File: config.mk
export PLATFORM = sky130hd
export DESIGN_NAME = mme_apb_cfg
export DESIGN_NICKNAME = d
export VERILOG_FILES = /design/src/rtl/mme_apb_cfg.sv
export SDC_FILE = /design/constraint.sdc
export NUM_CORES = 1
export LEC_CHECK = 0
export CAP_MARGIN = 20
export CELL_PAD_IN_SITES_DETAIL_PLACEMENT = 0
export CELL_PAD_IN_SITES_GLOBAL_PLACEMENT = 1
export CORE_ASPECT_RATIO = 2
export CORE_MARGIN = 2
export CORE_UTILIZATION = 34
export CTS_BUF_LIST = sky130_fd_sc_hd__clkbuf_4 sky130_fd_sc_hd__clkbuf_8 sky130_fd_sc_hd__clkbuf_16
export DETAILED_ROUTE_END_ITERATION = 10
export GPL_TIMING_DRIVEN = 0
export HOLD_SLACK_MARGIN = 0.12
export PLACE_DENSITY_LB_ADDON = 0.1
export SETUP_SLACK_MARGIN = 0.4
export SYNTH_ARGS = -nofsm -noshare
export SYNTH_HDL_FRONTEND = slang
export SYNTH_SLANG_ARGS = --single-unit
File: constraint.sdc
create_clock -name clk -period 2.7 [get_ports clk]
set_input_delay 0.54 -clock clk [delete_from_list [all_inputs] [get_ports clk]]
set_output_delay 0.54 -clock clk [all_outputs]
set_load 0.02 [all_outputs]
File: src/rtl/mme_apb_cfg.sv
// APB control/status register file for the matrix-multiplication engine.
// Optional error responses: define MME_APB_PSLVERR_EN.
module mme_apb_cfg #(
  parameter logic [31:0] IP_VERSION = 32'h0001_0000,
  parameter int          ADDR_W     = 12
) (
  input  logic              clk,
  input  logic              rst,
  input  logic              psel,
  input  logic              penable,
  input  logic [ADDR_W-1:0] paddr,
  input  logic              pwrite,
  input  logic [31:0]       pwdata,
  output logic [31:0]       prdata,
  output logic              pready,
  output logic              pslverr,
  output logic [31:0]       mat_width,
  output logic [31:0]       mat_a_addr,
  output logic [31:0]       mat_b_addr,
  output logic [31:0]       mat_c_addr,
  output logic              start,
  input  logic              done
);

  localparam logic [ADDR_W-1:0] A_VER = ADDR_W'(12'h000);
  localparam logic [ADDR_W-1:0] A_CFG = ADDR_W'(12'h100);
  localparam logic [ADDR_W-1:0] A_A   = ADDR_W'(12'h200);
  localparam logic [ADDR_W-1:0] A_B   = ADDR_W'(12'h204);
  localparam logic [ADDR_W-1:0] A_C   = ADDR_W'(12'h208);
  localparam logic [ADDR_W-1:0] A_CMD = ADDR_W'(12'h20C);
  localparam logic [ADDR_W-1:0] A_STS = ADDR_W'(12'h210);

  typedef enum logic {
    IDLE = 1'b0,
    RESP = 1'b1
  } state_e;

  state_e      state_q;
  logic [31:0] prdata_q;
  logic        pready_q;
  logic        pslverr_q;
  logic [31:0] width_q;
  logic [31:0] a_q;
  logic [31:0] b_q;
  logic [31:0] c_q;
  logic        start_q;
  logic        busy_q;
  logic        done_q;

  logic        hit_ver;
  logic        hit_cfg;
  logic        hit_a;
  logic        hit_b;
  logic        hit_c;
  logic        hit_cmd;
  logic        hit_sts;
  logic        access;
  logic        wr_ok;
  logic        go;
  logic [31:0] prdata_d;
  logic        pslverr_d;

  assign hit_ver = (paddr == A_VER);
  assign hit_cfg = (paddr == A_CFG);
  assign hit_a   = (paddr == A_A);
  assign hit_b   = (paddr == A_B);
  assign hit_c   = (paddr == A_C);
  assign hit_cmd = (paddr == A_CMD);
  assign hit_sts = (paddr == A_STS);

  assign access = psel & penable;
  // Config and command writes are frozen for the whole engine run.
  assign wr_ok  = pwrite & ~busy_q;
  assign go     = wr_ok & hit_cmd & pwdata[0];

  always_comb begin
    prdata_d = 32'h0;
    unique case (1'b1)
      hit_ver: prdata_d = IP_VERSION;
      hit_cfg: prdata_d = width_q;
      hit_a:   prdata_d = a_q;
      hit_b:   prdata_d = b_q;
      hit_c:   prdata_d = c_q;
      hit_sts: prdata_d = {30'h0, busy_q, done_q};
      default: prdata_d = 32'h0;
    endcase
  end

`ifdef MME_APB_PSLVERR_EN
  logic mapped;
  logic ro_wr;
  logic busy_wr;

  assign mapped  = hit_ver | hit_cfg | hit_a | hit_b |
                   hit_c | hit_cmd | hit_sts;
  assign ro_wr   = pwrite & (hit_ver | hit_sts);
  assign busy_wr = pwrite & busy_q &
                   (hit_cfg | hit_a | hit_b | hit_c | hit_cmd);
  assign pslverr_d = ~mapped | ro_wr | busy_wr;
`else
  assign pslverr_d = 1'b0;
`endif

  always_ff @(posedge clk) begin
    if (rst) begin
      state_q   <= IDLE;
      prdata_q  <= 32'h0;
      pready_q  <= 1'b0;
      pslverr_q <= 1'b0;
      width_q   <= 32'h0;
      a_q       <= 32'h0;
      b_q       <= 32'h0;
      c_q       <= 32'h0;
      start_q   <= 1'b0;
      busy_q    <= 1'b0;
      done_q    <= 1'b0;
    end else begin
      start_q <= 1'b0;
      if (done && busy_q) begin
        busy_q <= 1'b0;
        done_q <= 1'b1;
      end
      unique case (state_q)
        IDLE: begin
          if (access) begin
            state_q   <= RESP;
            pready_q  <= 1'b1;
            prdata_q  <= prdata_d;
            pslverr_q <= pslverr_d;
            if (wr_ok && hit_cfg) width_q <= pwdata;
            if (wr_ok && hit_a)   a_q     <= pwdata;
            if (wr_ok && hit_b)   b_q     <= pwdata;
            if (wr_ok && hit_c)   c_q     <= pwdata;
            if (go) begin
              start_q <= 1'b1;
              busy_q  <= 1'b1;
              done_q  <= 1'b0;
            end
          end
        end
        RESP: begin
          state_q   <= IDLE;
          pready_q  <= 1'b0;
          pslverr_q <= 1'b0;
        end
        default: state_q <= IDLE;
      endcase
    end
  end

  assign prdata     = prdata_q;
  assign pready     = pready_q;
  assign pslverr    = pslverr_q;
  assign mat_width  = width_q;
  assign mat_a_addr = a_q;
  assign mat_b_addr = b_q;
  assign mat_c_addr = c_q;
  assign start      = start_q;

endmodule
==> metrics.md <==
| Metric | Value |
|---|---|
| Overall routing resource usage | `0.2986` |
| Pwr Density | `505.9 nW/um^2` |
| Post-route ant nets | `0` |
| Reg clk slew, reported paths | `about 0.070 ns` |
| Total power | `5282 uW` |
| DR iter-0 viols | `approximately 490` |
| Core area | `20830 sq um` |
| Unrepaired setup endpoints after global routing | `false` |
| Clock buffer count from CTS | `17` |
| Actual slew at the worst max-slew pin | `0.7839 ns` |
| Drt via density | `5.994` |
| Remaining DRCs | `0` |
| Clk_lat worst skew | `0.44 ns` |
| Clk sinks | `roughly 170` |
| Synth top area share | `0.4596` |
| I/O Pins | `between 200 and 250` |
| Setup Skew | `around 0.0085 ns` |
| Most frequent cell after synthesis | `dfxtp_1` |
| WP buf/inv | `5` |
| Placer Congestion | `roughly 0.92` |
| IO Port Bufs | `207` |
| Data arrival, critical path | `2.55 ns` |
| Routed wire per std cell | `24.51 microns` |
| Initial antenna violation count | `0` |
| Worst VDD drop | `378.1 uV` |
| Vias in the first global route | `8131` |
| Post-synthesis sequential area ratio | `0.4596` |
| Syn. warnings | `0` |
| Critical path capture point type | `register` |
| Delay-heaviest family, CP | `buffers and inverters` |
| Worst path required time | `approximately 3.0 ns` |
| Cells after synthesis | `869` |
| H-Tree Depth | `4` |
| First-pass GRT wire length | `49.69 mm` |
| Top cells by area, synth | `dfxtp_1 (46%), a21oi_1 (9.1%), o21ai_0 (8.4%)` |
| Area growth syn-to-layout | `45.25%` |
| Synthesized flop and latch total | `165` |
| Async set-reset flop share out of synthesis | `0` |
| Chip width | `approximately 110 microns` |
| Post-synth EDFFs | `0` |
| Final Setup Violations | `0` |
| Clk buf depth | `2` |
| Ys flop type | `dfxtp_1` |
| GRT overflow | `0` |
| Netlist cell types | `just over 40` |
| First drt pass iteration count | `7` |
| Final #Nets | `about 1200` |
| Die area | `22390 sq um` |
| Syn_nets | `between 900 and 1000` |
| Final instance area | `10440 sq um` |
| Avg Cell Area, Syn | `8.270 sq um` |
| Status | `finished, final reports clean` |
| Min Tclk post-route | `~2.3 ns` |
| Starting density of the core | `0.3450` |
| Most used cell, CP | `buf_6` |
| Most instantiated cells after synthesis | `dfxtp_1 (165), a21oi_1 (131), o21ai_0 (120), clkbuf_1 (84)` |
| Rel. slew slack | `0.4774` |
| Leak Pwr | `0.003162 uW` |
| Fmax | `442.3 MHz` |
| Post-synthesis cell type with the largest combined area | `dfxtp_1` |
| Final Hold Fails | `0` |
| Final worst path period share | `0.8374` |
| Worst-path maximum fanout | `10` |
| Setup CP Type | `in -> reg` |
| Max_cap viols | `0` |
| Flop2flop setup slack | `0.71 ns` |
| Post-DP HPWL | `25.09 mm` |
| Post-CTS Hold Buffers | `0` |
| Mapped Area | `just over 7000 sq um` |
| Area after DPL | `9600 sq um` |
| Final Slew Violations | `0` |
| DIE HEIGHT | `209.6 microns` |
| Via Count | `8338` |
| Worst hold path class | `reg -> reg` |
| Routed WL | `34.10 mm` |
| CP max stage delay | `0.54 ns` |
| Num rows | `75` |
| Pin count of the biggest net entering global routing | `17` |
| Root buf cell | `clkbuf_16` |
| Ant. Diodes | `0` |
| Worst-path cell chain | `dlygate4sd2_1 > or4b_4 > buf_6 > or3_1 > buf_4 > buf_6 > buf_6 > o21ai_1 > a21oi_1` |
| CP max stage cell | `or4b_4` |
| TritonCTS clock tree | `built` |
| Worst setup SP type | `primary input` |
| Share of layout cells above drive strength 1 | `0.1016` |
## cell families (layout without fill, tap and decap cells)
| family | after synthesis | count (layout) | share of synthesized area |
|---|---|---|---|
| multiplexers | 2 | 2 | 0.003133 |
| XOR/XNOR | 1 | 1 | 0.001219 |
| flip-flops | 165 | 165 | 0.4596 |
| buffers and inverters | 105 | 358 | 0.06302 |
| AND/OR/NAND/NOR | 206 | 206 | 0.1610 |
| other | 1 | 1 | 0.0005218 |
| AO/OA/AOI/OAI | 389 | 389 | 0.3115 |
## layout make-up
cell class                      instances  area (sq um)
Fill cell                            2148         10390
Multi-Input combinational cell        599          3507
Sequential cell                       165          3303
Timing Repair Buffer                  221          2187
Buffer                                104         510.5
Clock buffer                           18         439.2
Tap cell                              269         336.6
Clock inverter                         14         151.4
Inverter                                1         3.754
## power breakdown
part	internal (uW)	total [uW]	switching, uW
Sequential	2430	2430	0.808
Clock	1390	2500	1110
Combinational	101	345	244
## placed cells by master, fill, tap and decap left out, types with 26 or more instances in the layout
cell type          n
a21oi_1          131
a22oi_1           59
clkbuf_1          56
clkbuf_2          26
clkdlybuf4s50_1  200
dfxtp_1          165
nand2_1           33
nand3_1           66
nand4_1           66
o21ai_0          114
o21ai_1           45
o22a_1            29
## registers in the layout, summed over array words and instances, names as in the netlist
signal	count
pready	1
mat_a_addr	32
busy_q	1
done_q	1
start	1
mat_width	32
state_q	1
mat_c_addr	32
prdata	32
mat_b_addr	32
## final timing paths
check,startpoint,end,depth (start not counted)
worst max register to register,busy_q,mat_a_addr[25],7
worst min register to register,state_q,pready,1
worst min-delay path,state_q,pready,1
worst max-delay path,paddr[11],mat_a_addr[25],9
## routing by layer
metal,global-route usage,vias to the layer above,wire length (microns)
met5,0,-,0
met4,0.1702,0,1899
met3,0.05062,106,1871
met2,0.5458,403,18340
met1,0.3161,4063,11990
li1,-,3766,-
## stage by stage
stage | hold slack, ns | std cells | TNS [ns] | setup WS, ns | util
2_1_floorplan | 0.3916 | 869 | 0 | 0.4585 | -
3_3_place_gp | 0.4173 | 1345 | -51.97 | -0.6144 | 0.4606
3_5_place_dp | 0.4155 | 1346 | -53.45 | -0.5212 | 0.4608
4_1_cts | 0.4202 | 1387 | 0 | 0.4147 | 0.4966
5_1_grt | 0.4507 | 1391 | 0 | 0.3834 | 0.5011
6_report | 0.4159 | 1391 | 0 | 0.4390 | 0.5011
## what timing repair did
action | 4_1_cts | 5_1_grt
gates resized for setup | 34 | 48
endpoints found under the setup margin | 160 | 153
cloned | 0 | 0
buffers inserted | 9 | 4
hold endpoints to repair | 0 | 0
pin swaps | 6 | 2
No activity file was read; power rests on OpenSTA's default activity.
